===== config.mk =====
export PLATFORM = sky130hd
export DESIGN_NAME = updown_counter_flat
export DESIGN_NICKNAME = d
export VERILOG_FILES = /design/src/rtl/counter_pkg.sv /design/src/rtl/updown_counter_if.sv /design/src/rtl/counter_prescaler.sv /design/src/rtl/updown_counter.sv /design/src/flat_wrapper.sv
export SDC_FILE = /design/constraint.sdc
export NUM_CORES = 1
export LEC_CHECK = 0
export CAP_MARGIN = 20
export CORE_MARGIN = 1.5
export CORE_UTILIZATION = 50
export CTS_CLUSTER_DIAMETER = 200
export DETAILED_ROUTE_END_ITERATION = 7
export GPL_TIMING_DRIVEN = 0
export HOLD_SLACK_MARGIN = 0.12
export PLACE_DENSITY = 0.84
export SKIP_CTS_REPAIR_TIMING = 1
export SYNTH_ARGS = -nofsm -noshare
export SYNTH_HDL_FRONTEND = slang
export SYNTH_HIERARCHICAL = 1
export SYNTH_SLANG_ARGS = --single-unit

===== constraint.sdc =====
create_clock -name clk -period 4.06 [get_ports clk]
set_input_delay 0.609 -clock clk [delete_from_list [all_inputs] [get_ports clk]]
set_output_delay 0.609 -clock clk [all_outputs]
set_load 0.01 [all_outputs]

===== src/rtl/counter_pkg.sv =====
// Shared types and elaboration checks for the parametrised up/down counter.
package counter_pkg;

   typedef enum logic {
      CNT_DOWN = 1'b0,
      CNT_UP   = 1'b1
   } cnt_dir_e;

   typedef enum logic {
      CNT_WRAP = 1'b0,
      CNT_SAT  = 1'b1
   } cnt_mode_e;

   // The count range 0..modulus-1 must contain at least two values and fit in width bits.
   function automatic bit modulus_ok(input int width, input longint modulus);
      return (width >= 1) && (width <= 62) &&
             (modulus >= 2) && (modulus <= (longint'(1) << width));
   endfunction

   // A prescaler needs at least one enabled cycle per step.
   function automatic bit prescale_ok(input int prescale);
      return prescale >= 1;
   endfunction

endpackage


===== src/rtl/updown_counter_if.sv =====
// Control and status bundle of the up/down counter.
interface updown_counter_if #(
   parameter int WIDTH = 8
);
   logic             en;
   logic             up;
   logic             sat;
   logic             clear;
   logic             load;
   logic [WIDTH-1:0] load_value;
   logic [WIDTH-1:0] count;
   logic             tc;
   logic             ovf;

   modport master (
      output en, up, sat, clear, load, load_value,
      input  count, tc, ovf
   );

   modport slave (
      input  en, up, sat, clear, load, load_value,
      output count, tc, ovf
   );
endinterface


===== src/rtl/counter_prescaler.sv =====
// Divides enabled cycles by PRESCALE; tick marks the last enabled cycle of each interval.
module counter_prescaler
   import counter_pkg::*;
#(
   parameter int PRESCALE = 1
) (
   input  logic clk,
   input  logic reset,
   input  logic en,
   input  logic restart,
   output logic tick
);

   if (!prescale_ok(PRESCALE)) begin : g_bad_prescale
      $error("counter_prescaler: PRESCALE must be >= 1");
   end

   if (PRESCALE == 1) begin : g_direct
      // Every enabled cycle is a tick; there is no interval state to restart.
      logic unused_sig;
      assign unused_sig = clk ^ reset ^ restart;
      assign tick       = en;
   end else begin : g_div
      localparam int              PW   = $clog2(PRESCALE);
      localparam logic [PW-1:0]   LAST = PW'(PRESCALE - 1);

      logic [PW-1:0] div_q;

      assign tick = en && (div_q == LAST);

      // Count enabled cycles, holding while en is low; restart begins a fresh interval.
      always_ff @(posedge clk or negedge reset) begin
         if (!reset) begin
            div_q <= '0;
         end else if (restart) begin
            div_q <= '0;
         end else if (en) begin
            if (div_q == LAST) div_q <= '0;
            else               div_q <= div_q + 1'b1;
         end
      end
   end

endmodule


===== src/rtl/updown_counter.sv =====
// Up/down counter with modulus, prescaler, wrap/saturate boundary and tc/ovf flags.
module updown_counter
   import counter_pkg::*;
#(
   parameter int WIDTH    = 8,
   parameter int MODULUS  = 256,
   parameter int PRESCALE = 1
) (
   input  logic             clk,
   input  logic             reset,
   updown_counter_if.slave  bus
);

   if (!modulus_ok(WIDTH, longint'(MODULUS))) begin : g_bad_modulus
      $error("updown_counter: MODULUS must be in 2..2**WIDTH");
   end

   if ($bits(bus.count) != WIDTH) begin : g_bad_bus
      $error("updown_counter: interface WIDTH does not match counter WIDTH");
   end

   localparam logic [WIDTH-1:0] MAX_CNT = WIDTH'(MODULUS - 1);

   logic             tick;
   logic             restart;
   logic             at_bound;
   cnt_dir_e         dir;
   cnt_mode_e        mode;
   logic [WIDTH-1:0] load_clamped;
   logic [WIDTH-1:0] stepped;
   logic [WIDTH-1:0] count_q;
   logic             tc_q;
   logic             ovf_q;

   assign restart = bus.clear | bus.load;

   counter_prescaler #(
      .PRESCALE (PRESCALE)
   ) u_prescaler (
      .clk     (clk),
      .reset   (reset),
      .en      (bus.en),
      .restart (restart),
      .tick    (tick)
   );

   // Next count for a tick, including the wrap/saturate handling at the range ends.
   always_comb begin
      dir          = cnt_dir_e'(bus.up);
      mode         = cnt_mode_e'(bus.sat);
      load_clamped = (bus.load_value > MAX_CNT) ? MAX_CNT : bus.load_value;
      at_bound     = (dir == CNT_UP) ? (count_q == MAX_CNT) : (count_q == '0);
      stepped      = count_q;
      if (at_bound) begin
         if (mode == CNT_WRAP) stepped = (dir == CNT_UP) ? '0 : MAX_CNT;
      end else begin
         stepped = (dir == CNT_UP) ? count_q + 1'b1 : count_q - 1'b1;
      end
   end

   // Count, terminal-count and sticky overflow registers; clear beats load beats step.
   always_ff @(posedge clk or negedge reset) begin
      if (!reset) begin
         count_q <= '0;
         tc_q    <= 1'b0;
         ovf_q   <= 1'b0;
      end else if (bus.clear) begin
         count_q <= '0;
         tc_q    <= 1'b0;
         ovf_q   <= 1'b0;
      end else if (bus.load) begin
         count_q <= load_clamped;
         tc_q    <= 1'b0;
      end else begin
         tc_q <= tick && at_bound;
         if (tick) begin
            count_q <= stepped;
            if (at_bound) ovf_q <= 1'b1;
         end
      end
   end

   assign bus.count = count_q;
   assign bus.tc    = tc_q;
   assign bus.ovf   = ovf_q;

endmodule


===== src/flat_wrapper.sv =====
// flat-port wrapper written by rule: the top's interface ports become plain ports
module updown_counter_flat import counter_pkg::*;
#(
   parameter int WIDTH    = 8,
   parameter int MODULUS  = 256,
   parameter int PRESCALE = 1
)
  (clk, reset, bus_en, bus_up, bus_sat, bus_clear, bus_load, bus_load_value, bus_count, bus_tc, bus_ovf);
  updown_counter_if #(.WIDTH(WIDTH)) bus_i ();
  input  logic clk;
  input  logic reset;
  input wire logic [$bits(bus_i.en)-1:0] bus_en;
  input wire logic [$bits(bus_i.up)-1:0] bus_up;
  input wire logic [$bits(bus_i.sat)-1:0] bus_sat;
  input wire logic [$bits(bus_i.clear)-1:0] bus_clear;
  input wire logic [$bits(bus_i.load)-1:0] bus_load;
  input wire logic [$bits(bus_i.load_value)-1:0] bus_load_value;
  output wire logic [$bits(bus_i.count)-1:0] bus_count;
  output wire logic [$bits(bus_i.tc)-1:0] bus_tc;
  output wire logic [$bits(bus_i.ovf)-1:0] bus_ovf;
  assign bus_i.en = bus_en;
  assign bus_i.up = bus_up;
  assign bus_i.sat = bus_sat;
  assign bus_i.clear = bus_clear;
  assign bus_i.load = bus_load;
  assign bus_i.load_value = bus_load_value;
  assign bus_count = bus_i.count;
  assign bus_tc = bus_i.tc;
  assign bus_ovf = bus_i.ovf;
  updown_counter #(.WIDTH(WIDTH), .MODULUS(MODULUS), .PRESCALE(PRESCALE)) u_core (.clk(clk), .reset(reset), .bus(bus_i));
endmodule

==> summary.txt <==
Floorplan
  • Core area: around 1600 um^2
  • Top-Level Pins: 25
  • Die width: around 44 um
  • Row Count: 14
  • Die Area: around 2000 um^2
  • Chip Height: approximately 44 um
  • Initial core utilization: a little over half

Clock tree
  • Clock Pin Slew Worst Setup and Hold Paths: ~0.070 ns
  • Clock Sinks: 10
  • Clock root buffer master: clkbuf_4
  • Total CTS buffers: 3
  • H-tree Lvls: 1
  • Clk buf depth: 2
  • Worst-Skew Late Latency: between 0.2 and 0.3 ns
  • CTS tree: yes

Synth
  • Post-synth net total: 122
  • Cell count after synthesis: 100
  • Synth Warn #: 6
  • Syn Std Cell Area: between 800 and 900 um^2
  • Avg Cell Area, Syn: roughly 8.5 um^2

Global routing
  • Overall routing resource usage: 25.0%
  • Initial antenna violation count: 0
  • First-pass GRT wire length: approximately 3600 um
  • Number of global-route vias before repair: roughly 810
  • Total gr overflow: 0
  • Pin count of the biggest net entering global routing: 11

Pwr
  • P_leak: between 0.4 and 0.5 nW
  • Power share of the clock group: 25.9%
  • Sw Ratio: between 30% and 40%
  • Pwr/cell area: roughly 310 nW/um^2
  • Sw Pwr: about 0.12 mW
  • Max VDD drop: roughly 0.19 mV
  • Seq pwr share: a little over a third
  • Combinational power share: 39.4%
  • Pint: 0.232 mW

Min path
  • Min-Delay Endpoint: u_core/bus.ovf$_DFFE_PN0P_
  • HP Start: u_core/bus.ovf$_DFFE_PN0P_
  • Min-Delay Path Class: reg -> reg
  • WHS Path Cells: 2

Route
  • DRC: 0
  • Detailed Routing Iterations Pass 1: 6
  • WL final: 2210 um
  • Post-DRT Antenna Nets: 0
  • Drt wl/cell: ~15 um
  • Total number of vias: a little under 900
  • Routed vias/inst: 6.24
  • Number of DRC markers in iteration 0: 30

STA
  • Relative slew slack: 68.2%
  • Final Setup Violations: 0
  • Endpoints failing hold: 0
  • Setup ws final: around 1.3 ns
  • Maximum clock frequency: between 300 and 400 MHz
  • Layout Skew: between 0.003 and 0.004 ns
  • Minimum clock period: about 2.8 ns
  • Worst Max-Slew Pin Slew: approximately 0.48 ns
  • Slew Viols, Final: 0
  • Setup TNS: 0 ns
  • Final critical-path share of the clock period: about two thirds
  • RSZ-0062 raised after global routing: false

Setup path
  • FF-to-FF path depth: 6
  • Data required, critical path: 4.21 ns
  • Endpoint type of the worst setup path: register
  • CP max FO: 6
  • RR Endpoint: u_core/bus.count[7]$_DFFE_PN0P_
  • Arrival @ worst endpoint: 2.93 ns
  • CP startpoint kind: input pin
  • FF-to-FF Start: u_core/bus.count[2]$_DFFE_PN0P_
  • CP Launch Point: bus_up
  • R2R setup slack: between 1.5 and 2 ns
  • Crit-path max cell delay: around 0.59 ns
  • CP max-delay cell: clkdlybuf4s50_1
  • CP Cell Sequence: clkdlybuf4s50_1 > inv_1 > ha_1 > o21ai_0 > or3_1 > a311oi_1 > nor2_1 > a221o_1
  • Kind of critical path: in -> reg

Layout
  • Number of diodes: 0
  • Design area: between 1000 and 1500 um^2
  • Layout cells sized above 1: between 10% and 20%
  • Area growth syn-to-layout: 33.5%
  • Final Net Count: 150
  • Fin util: 73.2%

Place
  • Placed cell areas: ~1100 um^2
  • Routability congestion estimate from global placement: roughly 0.87
  • HPWL Detailed: between 1500 and 2000 um
  • PortBufs: 23
  • Pre-CTS WS: approximately 1.1 ns

Run status
  • Status: complete, no violations

Job
  • MaxCap Viol Count: 0
-- state kept, by name, summed over array words and instances, names as in the netlist --
signal and flops:
u_core/bus.count 8, u_core/bus.ovf 1, u_core/bus.tc 1
-- routing by layer --
metal	wire length (um)	share of wire, %	up-vias	global-route usage (%)
met2	1050	47	44	40.9
met4	0	0	0	6.67
met1	965	44	425	33.4
li1	-	-	424	-
met5	0	0	-	0
met3	199	9.0	0	5.31
-- layout by cell type (no fill, tap or decap), drive strengths merged, types with 3 or more instances in the layout --
| cell | n |
|---|---|
| clkdlybuf4s50 | 23 |
| dfrtp | 10 |
| nand3 | 9 |
| nor2 | 9 |
| clkbuf | 5 |
| inv | 5 |
| a31oi | 3 |
| and3 | 3 |
| a21o | 3 |
| a21oi | 4 |
| o21ai | 5 |
| nand4 | 3 |
| ha | 6 |
| xor2 | 3 |
| nand2 | 9 |
| xnor2 | 3 |
-- layout make-up --
cell class              instances  area (um^2)
inverters                       5         18.8
repair buffers                 23          230
fillers                       126          418
multi-input cells              83          574
well taps                      16         20.0
flip-flops and latches         10          250
plain buffers                   2         11.3
clock buffers                   4         36.3
-- worst max-delay path: cells and delay by family --
kind	cells	cell delay, ns
adders and majority gates	1	0.38
buffers and inverters	2	0.78
AOI/OAI and AO/OA	3	0.69
and+or+nand+nor	2	0.48
-- how the worst max path moves through the flow --
stage / end / slack, ns
after global placement: u_core/bus.count[7]$_DFFE_PN0P_ / 1.10
after CTS: u_core/bus.count[7]$_DFFE_PN0P_ / 1.32
final: u_core/bus.count[7]$_DFFE_PN0P_ / 1.28
after detailed placement: u_core/bus.count[7]$_DFFE_PN0P_ / 1.05
after floorplan: u_core/bus.count[7]$_DFFE_PN0P_ / 1.91
after global routing: u_core/bus.count[7]$_DFFE_PN0P_ / 1.16
-- stage by stage --
stage	power, mW	hold slack, ns	cells
2_1_floorplan	0.205	0.313	100
3_3_place_gp	0.256	0.490	139
3_5_place_dp	0.261	0.528	139
4_1_cts	0.353	0.544	143
5_1_grt	0.376	0.545	143
6_report	0.353	0.544	143
-- power groups by stage --
stage          sequential (mW)  combinational (mW)  clock, mW
4_1_cts                  0.122               0.137     0.0929
5_1_grt                  0.124               0.152     0.0998
3_3_place_gp             0.125               0.131          0
3_5_place_dp             0.124               0.137          0
2_1_floorplan            0.125              0.0800          0
6_report                 0.123               0.139     0.0913
Note: power is estimated with default switching activity, not from simulation.
==> RTL change (same settings) <==
`MODULUS` is set to 256 in 2 places; all go to 192.
--- a/src/rtl/updown_counter.sv
+++ b/src/rtl/updown_counter.sv
@@ -3,7 +3,7 @@
    import counter_pkg::*;
 #(
    parameter int WIDTH    = 8,
-   parameter int MODULUS  = 256,
+   parameter int MODULUS  = 192,
    parameter int PRESCALE = 1
 ) (
    input  logic             clk,
--- a/src/flat_wrapper.sv
+++ b/src/flat_wrapper.sv
@@ -2,7 +2,7 @@
 module updown_counter_flat import counter_pkg::*;
 #(
    parameter int WIDTH    = 8,
-   parameter int MODULUS  = 256,
+   parameter int MODULUS  = 192,
    parameter int PRESCALE = 1
 )
   (clk, reset, bus_en, bus_up, bus_sat, bus_clear, bus_load, bus_load_value, bus_count, bus_tc, bus_ovf);
Function: changed (a bounded check fails within 4 cycles, from zero or initial values and one cycle with reset low).
==> RTL change against the unedited design <==
Wire length grew 11%. Highest routed layer is now met4. Combinational power grew 27%. Utilization shrank 3.1 points. Setup slack lost 0.12 ns. Final area grew 4.9%. Critical path type unchanged. Sequential power grew 5%. Power grew 13%. Sequential cell count is the same. Critical endpoint is now u_core/bus.count[6]. Area after synthesis grew 5.3%.
==> RTL change: results (changes against the unedited design) <==
| Metric | Value |
|---|---|
| CP top delay family | `compound AO/OA/AOI/OAI gates` |
| Syn Area/Cell | `8.568 um2 (+0.26%)` |
| Global placement routability congestion | `0.8649 (-1.1%)` |
| Highest ir drop seen on vdd | `0.1698 mV (-9.1%)` |
| Syn nets | `127 (+4.1%)` |
| Pleak | `0.4933 nW (-0.75%)` |
| Min-Delay Path Class | `flop to flop` |
| DPL Wire Length | `1.830 mm (+4.3%)` |
| Placed Cells | `153 (+10%)` |
| Routed wire length per instance | `15.62 um (+1.0%)` |
| Setup Slack @ Placement | `0.8996 ns (-0.1545 ns)` |
| Synth Area in Adders | `10.57%` |
| First DRT Iteration DRCs | `26 (-13%)` |
| WP data arrival | `3.12 ns (+0.19 ns)` |
| CP max stage delay | `0.63 ns (+0.04 ns)` |
| Clk_skew | `0.003229 ns (+0.0001033 ns)` |
| Global Route Usage Sum | `26.97% (+2.0 points)` |
| Measured slew at the worst slew-check pin | `0.4814 ns (+0.006284 ns)` |
| CTS Buffer Depth | `2 (unchanged)` |
| Placed Area | `1161 um2 (+5.1%)` |
| Non-Filler Instances | `157 (+9.8%)` |
| Fillcell total | `133 (+5.6%)` |
| Status | `finished, final reports clean` |
| Skew-Pair Late Insertion Delay | `0.28 ns (+0.02 ns)` |
| Routed vias | `926 (+3.7%)` |
| Share of layout cells above drive strength 1 | `9.848% (-0.39 points)` |
| First-pass GRT wire length | `3.988 mm (+10%)` |
| First-pass DRT Iterations | `4 (-2)` |
| Compound-Gate Fraction of Synth Area | `32.27%` |
==> RTL change: logic make-up (layout without fill, tap and decap cells) <==
logic type,after synthesis,count (layout)
AOI/OAI and AO/OA,41,41
xor gates and xnor gates,4,4
adders and majority gates,7,7
buffers and inverters,7,34
DFF,10,10
and+or+nand+nor,36,36
==> RTL change: area by class of cell <==
cell class                      count  area [um2]  area share [%]
Multi-Input combinational cell     88       619.3           51.72
Sequential cell                    10       250.2           20.90
Timing Repair Buffer               23       230.2           19.23
Clock buffer                        4       36.28           3.030
Tap cell                           25       31.28           2.612
Inverter                            5       18.77           1.567
Buffer                              2       11.26          0.9404
==> RTL change: path summary, 6_finish.rpt <==
kind | start | cells past startpoint | slack, ns | to
max | bus_up | 9 | 1.16 | u_core/bus.count[6]
min | u_core/bus.ovf | 2 | 0.52 | u_core/bus.ovf
min reg2reg | u_core/bus.ovf | 2 | 0.52 | u_core/bus.ovf
min in group asynchronous | reset | 1 | 0.65 | u_core/bus.count[0]
max in group asynchronous | reset | 1 | 3.08 | u_core/bus.count[6]
max reg2reg | u_core/bus.count[2] | 7 | 1.90 | u_core/bus.count[6]
==> RTL change: worst register-to-register path: cells and delay by family (launching register included) <==
kind | cells | cell delay, ns
compound gates | 5 | 1.14
simple gates | 1 | 0.16
flops | 1 | 0.45
fa+ha+maj | 1 | 0.35
==> RTL change: per-layer routing <==
layer  vias to the layer above  routed length (um)  GRT usage, %
met4                         0                  53         15.88
met2                        41                1175         43.66
met3                         7                 135         6.349
met1                       430                1086         32.11
met5                         -                   0             0
li1                        448                   -             -
==> RTL change: report_power, final <==
group	leakage [nW]	switching (W)	internal (W)	total, W
logic	0.342	0.0000879	0.0000883	0.000176
registers	0.131	0.0000186	0.000111	0.000129
clock network	0.0210	0.0000396	0.0000546	0.0000942
total	0.493	0.000146	0.000254	0.000400
